### config.mk
export PLATFORM = sky130hd
export DESIGN_NAME = regfile_wb_queue_flat
export DESIGN_NICKNAME = d
export VERILOG_FILES = /design/src/rtl/regfile_wb_queue_if.sv /design/src/rtl/regfile_wb_queue.sv /design/src/flat_wrapper.sv
export SDC_FILE = /design/constraint.sdc
export NUM_CORES = 1
export LEC_CHECK = 0
export ABC_AREA = 1
export BUFFER_PORTS_ARGS = -buffer_cell sky130_fd_sc_hd__buf_4
export CELL_PAD_IN_SITES_DETAIL_PLACEMENT = 0
export CELL_PAD_IN_SITES_GLOBAL_PLACEMENT = 1
export CORE_ASPECT_RATIO = 0.75
export CORE_UTILIZATION = 47
export CTS_BUF_LIST = sky130_fd_sc_hd__clkbuf_8
export DETAILED_ROUTE_END_ITERATION = 7
export GPL_TIMING_DRIVEN = 0
export PLACE_DENSITY = 0.86
export SETUP_SLACK_MARGIN = 0.4
export SLEW_MARGIN = 5
export SYNTH_ARGS = -nofsm -noshare
export SYNTH_HDL_FRONTEND = slang
export SYNTH_SLANG_ARGS = --single-unit
### constraint.sdc
create_clock -name CLK -period 2.6 [get_ports CLK]
set_input_delay 0.52 -clock CLK [delete_from_list [all_inputs] [get_ports CLK]]
set_output_delay 0.52 -clock CLK [all_outputs]
set_load 0.01 [all_outputs]
### src/rtl/regfile_wb_queue_if.sv
// Producer handshake plus register-file write-port bus for the write-back queue.
// The master drives results and the core write enable. The slave is the queue, which
// returns in_ready and drives the WE3/A3/WD3 write port.
interface regfile_wb_queue_if #(
    parameter int AW = 5,
    parameter int DW = 32
);
    logic          in_valid;
    logic          in_ready;
    logic [AW-1:0] in_rd;
    logic [DW-1:0] in_data;
    logic          core_we;
    logic          wb_we;
    logic [AW-1:0] wb_addr;
    logic [DW-1:0] wb_data;

    modport master (
        output in_valid, in_rd, in_data, core_we,
        input  in_ready, wb_we, wb_addr, wb_data
    );

    modport slave (
        input  in_valid, in_rd, in_data, core_we,
        output in_ready, wb_we, wb_addr, wb_data
    );
endinterface

### src/rtl/regfile_wb_queue.sv
// In-order write-back queue for long-latency results. Results are buffered in a small
// FIFO and drained into the register-file write port on cycles when the main pipeline
// is not writing. Per-source pending flags let decode stall on registers still queued.
module regfile_wb_queue #(
    parameter int DEPTH = 4,
    parameter int AW    = 5,
    parameter int DW    = 32
) (
    input  logic                     CLK,
    input  logic                     rst,
    input  logic                     flush,
    regfile_wb_queue_if.slave        bus,
    input  logic [AW-1:0]            rs1,
    input  logic [AW-1:0]            rs2,
    output logic                     rs1_pending,
    output logic                     rs2_pending,
    output logic [$clog2(DEPTH):0]   count
);
    localparam int PW = $clog2(DEPTH);
    localparam int CW = PW + 1;

    logic [AW-1:0]    rd_q   [DEPTH];
    logic [DW-1:0]    data_q [DEPTH];
    logic [DEPTH-1:0] vld_q;
    logic [PW-1:0]    wr_ptr;
    logic [PW-1:0]    rd_ptr;
    logic [CW-1:0]    cnt;

    logic empty;
    logic full;
    logic accept;
    logic push;
    logic pop;

    assign empty  = (cnt == '0);
    assign full   = (cnt == CW'(DEPTH));

    // No full-queue bypass: a full queue refuses even when it drains this cycle.
    assign bus.in_ready = rst && !flush && !full;
    assign accept       = bus.in_valid && bus.in_ready;
    // Writes to x0 complete the handshake but are discarded.
    assign push         = accept && (bus.in_rd != '0);

    // The core write port always wins; the queue simply waits.
    assign pop          = rst && !empty && !bus.core_we;
    assign bus.wb_we    = pop;
    assign bus.wb_addr  = (rst && !empty) ? rd_q[rd_ptr]   : '0;
    assign bus.wb_data  = (rst && !empty) ? data_q[rd_ptr] : '0;
    assign count        = cnt;

    // Control state: pointers, occupancy and entry valid bits.
    always_ff @(posedge CLK or negedge rst) begin
        if (!rst) begin
            wr_ptr <= '0;
            rd_ptr <= '0;
            cnt    <= '0;
            vld_q  <= '0;
        end else if (flush) begin
            wr_ptr <= '0;
            rd_ptr <= '0;
            cnt    <= '0;
            vld_q  <= '0;
        end else begin
            if (push) begin
                wr_ptr         <= wr_ptr + 1'b1;
                vld_q[wr_ptr]  <= 1'b1;
            end
            if (pop) begin
                rd_ptr         <= rd_ptr + 1'b1;
                vld_q[rd_ptr]  <= 1'b0;
            end
            case ({push, pop})
                2'b10:   cnt <= cnt + 1'b1;
                2'b01:   cnt <= cnt - 1'b1;
                default: cnt <= cnt;
            endcase
        end
    end

    // Entry payload storage; validity is tracked separately so no reset is needed here.
    always_ff @(posedge CLK) begin
        if (push) begin
            rd_q[wr_ptr]   <= bus.in_rd;
            data_q[wr_ptr] <= bus.in_data;
        end
    end

    // Pending lookup: the entry draining this cycle still counts until its pop edge.
    always_comb begin
        rs1_pending = 1'b0;
        rs2_pending = 1'b0;
        for (int i = 0; i < DEPTH; i++) begin
            if (vld_q[i] && (rd_q[i] == rs1) && (rs1 != '0)) rs1_pending = 1'b1;
            if (vld_q[i] && (rd_q[i] == rs2) && (rs2 != '0)) rs2_pending = 1'b1;
        end
    end
endmodule

### src/flat_wrapper.sv
// flat-port wrapper written by rule: the top's interface ports become plain ports
module regfile_wb_queue_flat 
#(
    parameter int DEPTH = 4,
    parameter int AW    = 5,
    parameter int DW    = 32
)
  (CLK, rst, flush, rs1, rs2, rs1_pending, rs2_pending, count, bus_in_valid, bus_in_rd, bus_in_data, bus_core_we, bus_in_ready, bus_wb_we, bus_wb_addr, bus_wb_data);
  regfile_wb_queue_if #(.AW(AW), .DW(DW)) bus_i ();
  input  logic CLK;
  input  logic rst;
  input  logic flush;
  input  logic [AW-1:0] rs1;
  input  logic [AW-1:0] rs2;
  output logic rs1_pending;
  output logic rs2_pending;
  output logic [$clog2(DEPTH):0] count;
  input wire logic [$bits(bus_i.in_valid)-1:0] bus_in_valid;
  input wire logic [$bits(bus_i.in_rd)-1:0] bus_in_rd;
  input wire logic [$bits(bus_i.in_data)-1:0] bus_in_data;
  input wire logic [$bits(bus_i.core_we)-1:0] bus_core_we;
  output wire logic [$bits(bus_i.in_ready)-1:0] bus_in_ready;
  output wire logic [$bits(bus_i.wb_we)-1:0] bus_wb_we;
  output wire logic [$bits(bus_i.wb_addr)-1:0] bus_wb_addr;
  output wire logic [$bits(bus_i.wb_data)-1:0] bus_wb_data;
  assign bus_i.in_valid = bus_in_valid;
  assign bus_i.in_rd = bus_in_rd;
  assign bus_i.in_data = bus_in_data;
  assign bus_i.core_we = bus_core_we;
  assign bus_in_ready = bus_i.in_ready;
  assign bus_wb_we = bus_i.wb_we;
  assign bus_wb_addr = bus_i.wb_addr;
  assign bus_wb_data = bus_i.wb_data;
  regfile_wb_queue #(.DEPTH(DEPTH), .AW(AW), .DW(DW)) u_core (.CLK(CLK), .rst(rst), .flush(flush), .bus(bus_i), .rs1(rs1), .rs2(rs2), .rs1_pending(rs1_pending), .rs2_pending(rs2_pending), .count(count));
endmodule
==> summary.md, run 1 <==
| Metric | Value |
|---|---|
| Run status | finished with violations |
| Violated checks | negative hold slack |
| Fin util | 63.20% |
| Syn. warnings | 0 |
| Final net count | between 800 and 900 |
| Root Driver | clkbuf_8 |
| GRT Residual Overflow | 0 |
| Die area | approximately 16000 sq um |
| RSZ-0062 raised after global routing | true |
| Fin cells | 1034 |
| Fin crit share | 94.16% |
| Clk slew on worst S/H paths | around 0.080 ns |
| Flop pwr share | 46.2% |
| CTS tree | built |
| Most frequent cells in the layout | nor2_1 (172), edfxtp_1 (148), buf_4 (116) |
| Mapped Avg Cell Area | 10.47 sq um |
| Core Area | 14600 sq um |
| P_int | between 4000 and 5000 uW |
| Final Hold Viols | 11 |
| Num rows | 38 |
| Placed cell areas | between 8000 and 9000 sq um |
| Mapped Area | 7108 sq um |
| Async SR Flop Fraction | under 10% |
| Net Sw Frac | a little over a quarter |
| Max cap viols | 0 |
| FMAX | 408.5 MHz |
| TritonRoute pass-1 iters | 5 |
| Final setup fails | 0 |
| Synth area leaders | edfxtp_1 (63%), nor2_1 (9.5%), o21ai_0 (7.3%) |
| Finished Cell Area | approximately 9200 sq um |
| Worst skew pair latency | 0.45 ns |
| Comb power frac | a little under a quarter |
| Critical path required time | 2.08 ns |
| Drt total wl | 18490 um |
| Fill cell count | 1139 |
| Yosys cell types | 28 |
| 1st-iter DRT viols | 530 |
| Post-Place Cells | 975 |
| Slew HR | roughly 59% |
| Total number of vias | 5439 |
| Slew @ Worst Pin | 0.6205 ns |
| Primary FF master, synth | edfxtp_1 |
| Clock power frac | 31.1% |
| Die height | 108.5 um |
| Synth Instances | 679 |
| PwrDens | between 600 and 700 nW/um^2 |
| Setup crit end kind | output port |
| Largest net degree at the start of global routing | 27 |
| Gpl congestion | 0.9058 |
| CTS sink cnt | approximately 160 |
| Startpoint types | flop |
| Post-synth EDFFs | 148 |
| Peak VDD IR | 392.4 uV |
| Clock period minus worst slack | 2.448 ns |
| # IOs | 96 |
| Initial antenna violation count | 0 |
| Sequential share of the synthesized area | about two thirds |
| CTS max path bufs | 2 |
| #FFs+latches synth | 159 |
| NetSw | 1705 uW |
| Max-slew violation count | 0 |
| Cts bufs inserted | 17 |
| Die Width | 144 um |
| Clock Skew | about 0.011 ns |
| Crit path DAT | 1.93 ns |
| Post-DP HPWL | 12000 um |
| Hold WC Path Type | in2async |
| Gr usage total | between 20% and 30% |
| Area growth from synthesis to layout | 29.78% |
| CP Max Fanout | 7 |
| Layout cells sized above 1 | 27.46% |
| Cell taking the most area after synthesis | edfxtp_1 |
| Worst hold margin | -0.06562 ns |
| Port buffer count | 92 |
| First-pass GRT wire length | 27590 um |
| H-tree depth | 4 |
| Number of vias per cell | 5.260 |
| Average wire per cell in the routed design | between 15 and 20 um |
| Kind of critical path | reg2out |
| DRC violations left | 0 |
| Vias in the first global route | around 5.2k |
| Detail Route Antenna Nets | 0 |
| Number of diodes | 0 |
| Leakage | 0.003658 uW |
| Most common cell after layout, fill and taps aside | nor2_1 |
| Initial core utilization | 48.70% |
| Syn Nets | 740 |
| Synth top area share | a little over three fifths |
[metal layers]
| layer | GRT usage, % | vias to the layer above | wire length [um] |
|---|---|---|---|
| met5 | 0 | - | 0 |
| met4 | 5.319 | 0 | 101 |
| met3 | 5.757 | 11 | 1356 |
| met2 | 40.23 | 200 | 8865 |
| met1 | 32.86 | 2627 | 8169 |
| li1 | - | 2601 | - |
[sequential cells by signal (all words and copies together) (netlist names)]
signal         flops
u_core.data_q    128
u_core.rd_q       20
u_core.vld_q       4
u_core.count       3
u_core.rd_ptr      2
u_core.wr_ptr      2
[power groups by stage]
stage / Combinational (uW) / Sequential [uW] / Clock (uW)
after floorplan: 542 / 2940 / 0
after global placement: 1020 / 2940 / 0
after detailed placement: 1050 / 2940 / 0
after CTS: 1190 / 2890 / 1970
after global routing: 1520 / 2900 / 2070
final: 1420 / 2890 / 1950
[stage by stage]
stage | setup WS, ns | setup TNS, ns | total power, uW
global route | 0.07202 | 0 | 6488
floorplan | 0.1420 | 0 | 3484
finish | 0.1518 | 0 | 6253
detailed placement | 0.1543 | 0 | 3997
CTS | 0.1702 | 0 | 6051
global placement | -0.7668 | -112.19 | 3964
[final timing paths]
check | startpoint | endpoint | depth (start not counted) | slack (ns)
min in group CLK | bus_in_data[25] | u_core.data_q[3][25] | 1 | 0.27
max reg2reg | u_core.count[0] | u_core.count[2] | 12 | 0.53
max in group asynchronous | rst | u_core.count[2] | 1 | 2.45
min | rst | u_core.wr_ptr[0] | 1 | -0.07
max | u_core.rd_ptr[0] | bus_wb_data[11] | 7 | 0.15
min reg2reg | u_core.vld_q[2] | u_core.vld_q[2] | 2 | 0.56
[synth_stat cells (7+ instances only)]
cell type    n
buf_2       10
a21oi_1     46
o21ai_0    103
nor2_1     180
inv_1       40
xor2_1       7
nand2_1     64
nand3_1     16
edfxtp_1   148
dfrtp_1     11
ha_1         8
[kinds of logic (layout without fill, tap and decap cells)]
kind of cell               after synthesis  count (layout)  share of synthesized area, %
and+or+nand+nor                        277             277                         15.75
xor gates and xnor gates                 8               8                        0.9858
adders and majority gates                9               9                         1.690
buffers and inverters                   75             230                         4.453
DFF                                    159             159                         66.40
AOI/OAI and AO/OA                      151             151                         10.72
[final cells by class]
cell class                      count  area, sq um  share of cell area (%)
Clock inverter                     15        192.7                   2.089
Timing Repair Buffer              123         1084                   11.75
Buffer                             32        371.6                   4.028
Multi-Input combinational cell    445         2205                   23.90
Sequential cell                   159         4725                   51.21
Inverter                           43        163.9                   1.777
Tap cell                          200        250.2                   2.713
Clock buffer                       17        234.0                   2.536
[worst max-delay path, cell delays in order (launching register included)]
cell and delay (ns):
dfrtp_1 0.41, buf_8 0.15, inv_4 0.08, buf_12 0.16, clkbuf_16 0.15, o21ai_0 0.13, a21oi_2 0.24, buf_4 0.16
[repair_timing]
item / in CTS / in global routing
cloned: 1 / 5
endpoints found under the setup margin: 38 / 41
pin swaps: 9 / 45
setup buffers: 7 / 14
hold endpoints to repair: 11 / 11
gates resized for setup: 58 / 83
No activity file was read; power rests on OpenSTA's default activity.
==> run 2, diff against run 1 <==
CORE_ASPECT_RATIO = 0.8   (was 0.75)
REMOVE_ABC_BUFFERS = 1   (was unset)
==> run 2 against run 1 <==
  * The run now ends clean
  * Combinational power decreased by 3%
  * Clock power is essentially flat
  * Critical endpoint is now bus_wb_data[3]
  * Die area hardly changed
  * Power down 0.45%
  * Clock skew barely moved
  * Global-route usage rose by 1.2 points
  * Non-clock buffer count fell by 28
  * First-iteration DRC count increased by 5.7%
  * Sequential share of layout area grew 0.43 points
  * Count of clock-buffer cells in the layout unchanged
  * Worst setup slack better by 0.051 ns
==> summary.md, run 2 (synthesized netlist as in run 1, its figures left out) <==
| Metric | Value |
|---|---|
| Cts bufs inserted | 17 (unchanged) |
| Clock Skew | 0.01140 ns (was 0.01126 ns) |
| Biggest regs | u_core.data_q x128, u_core.rd_q x20, u_core.vld_q x4 (unchanged) |
| Die Width | 139.5 um (was 144 um) |
| CTS max path bufs | 2 (unchanged) |
| Setup ws final | 0.2028 ns (was 0.1518 ns) |
| Die height | 112.0 um (was 108.5 um) |
| CTS sink cnt | 159 (unchanged) |
| CTS tree | built (unchanged) |
| Setup crit end kind | output port (unchanged) |
| Area growth from synthesis to layout | 28.80% (was 29.78%) |
| Core Area | 14540 sq um (was 14600 sq um) |
| Worst hold margin | 0.2648 ns (was -0.06562 ns) |
| Startpoint types | flop (unchanged) |
| Post-Place Cells | 931 (was 975) |
| Pre-CTS setup slack | -0.4753 ns (was 0.1543 ns) |
| Average wire per cell in the routed design | 20.15 um (was 17.88 um) |
| Slew HR | 44.39% (was 58.54%) |
| Fin crit share | 92.20% (was 94.16%) |
| Detail Route Antenna Nets | 0 (unchanged) |
| FMAX | 417.2 MHz (was 408.5 MHz) |
| Gr usage total | 25.58% (was 24.39%) |
| Slew @ Worst Pin | 0.8333 ns (was 0.6205 ns) |
| Most frequent cells in the layout | nor2_1 (160), edfxtp_1 (148), buf_4 (107) (was nor2_1 (172), edfxtp_1 (148), buf_4 (116)) |
| Number of vias per cell | 5.529 (was 5.260) |
| First-pass GRT wire length | 29140 um (was 27590 um) |
| Final Hold Viols | 0 (was 11) |
| RSZ-0062 raised after global routing | true (unchanged) |
| Die area | 15620 sq um (about the same) |
| Max cap viols | 0 (unchanged) |
| TritonRoute pass-1 iters | 5 (unchanged) |
| Number of diodes | 0 (unchanged) |
| Post-DP HPWL | 10360 um (was 12000 um) |
| PwrDens | 679.9 nW/um^2 (was 677.8 nW/um^2) |
| 1st-iter DRT viols | 560 (was 530) |
| Fin cells | 994 (was 1034) |
| Leakage | 0.003563 uW (was 0.003658 uW) |
| Critical path required time | 2.08 ns (about the same) |
| Initial antenna violation count | 0 (unchanged) |
| Max-slew violation count | 0 (unchanged) |
| # IOs | 96 (unchanged) |
| Num rows | 39 (was 38) |
| Largest reg by FF count | u_core.data_q (unchanged) |
| Largest net degree at the start of global routing | 40 (was 27) |
| Clk slew on worst S/H paths | 0.09 ns (was 0.08 ns) |
| Run status | complete, no violations (was finished with violations) |
| Crit path DAT | 1.88 ns (was 1.93 ns) |
| Initial core utilization | 48.88% (was 48.70%) |
| Clock period minus worst slack | 2.397 ns (was 2.448 ns) |
| Peak VDD IR | 658.5 uV (was 392.4 uV) |
| Final setup fails | 0 (unchanged) |
| H-tree depth | 4 (unchanged) |
| Drt total wl | 20030 um (was 18490 um) |
| Most common cell after layout, fill and taps aside | nor2_1 (unchanged) |
| Kind of critical path | reg2out (unchanged) |
| GRT Residual Overflow | 0 (unchanged) |
| Port buffer count | 95 (was 92) |
| Setup_tns | 0 ns (unchanged) |
| CP Max Fanout | 11 (was 7) |
| Worst skew pair latency | 0.45 ns (about the same) |
| Hold WC Path Type | in2reg (was in2async) |
| Layout cells sized above 1 | 27.41% (was 27.46%) |
| Vias in the first global route | 5282 (was 5212) |
| Max FFs per register | 128 (unchanged) |
| Gpl congestion | 0.8393 (was 0.9058) |
| Total number of vias | 5496 (was 5439) |
| DRC violations left | 0 (unchanged) |
| Final net count | 858 (was 882) |
| Root Driver | clkbuf_8 (unchanged) |
-- run 2: critical path: stages (launching register included) --
cell and delay, ns:
dfrtp_4 0.47, buf_12 0.18, buf_12 0.16, nor2_1 0.06, nor2_1 0.09, o21ai_0 0.11
a21oi_1 0.19, buf_4 0.15
-- run 2: final timing paths --
path / slack (ns) / cells past startpoint / startpoint / endpoint
worst max register to register: 0.42 / 12 / u_core.count[0] / u_core.count[2]
worst min register to register: 0.57 / 2 / u_core.vld_q[2] / u_core.vld_q[2]
worst max-delay path: 0.20 / 7 / u_core.rd_ptr[0] / bus_wb_data[3]
worst min-delay path: 0.26 / 1 / bus_in_data[5] / u_core.data_q[0][5]
max in group asynchronous: 1.41 / 2 / rst / u_core.rd_ptr[0]
min in group asynchronous: 0.76 / 2 / rst / u_core.count[1]
-- run 2: power by group --
| group | internal, uW | total (uW) | switching, uW |
|---|---|---|---|
| clock network | 1050 | 1950 | 901 |
| logic | 570 | 1380 | 808 |
| registers | 2850 | 2900 | 48.5 |
| total | 4470 | 6220 | 1760 |
-- run 2: final cells by class --
type | instances | area [sq um]
fillers | 1109 | 5386
flip-flops and latches | 159 | 4728
multi-input cells | 447 | 2298
repair buffers | 127 | 1250
clock buffers | 17 | 234.0
well taps | 184 | 230.2
clock inverters | 15 | 190.2
inverters | 43 | 187.7
repair inverters | 2 | 36.28
-- run 2: metal layers --
| layer | part of all wire, % | GRT usage (%) | vias up | wire length, um |
|---|---|---|---|---|
| met3 | 8.1 | 7.140 | 26 | 1631 |
| met5 | 0 | 0 | - | 0 |
| li1 | - | - | 2564 | - |
| met2 | 47 | 41.07 | 259 | 9454 |
| met1 | 43 | 32.91 | 2647 | 8535 |
| met4 | 2.0 | 10.37 | 0 | 408 |
-- run 2: what timing repair did --
action,CTS,global route
hold endpoints to repair,11,0
hold buffers,1,0
setup buffers,11,7
pin swaps,11,47
resized for setup,36,88
endpoints found under the setup margin,44,60
gates cloned,6,6
-- run 2: metrics by stage --
stage | utilization [%] | power [uW] | instance area, sq um
2_1_floorplan | - | 3432 | 6953
3_3_place_gp | 54.30 | 3890 | 7896
3_5_place_dp | 55.21 | 3917 | 8029
4_1_cts | 60.77 | 6111 | 8837
5_1_grt | 62.96 | 6457 | 9155
6_report | 62.96 | 6225 | 9155
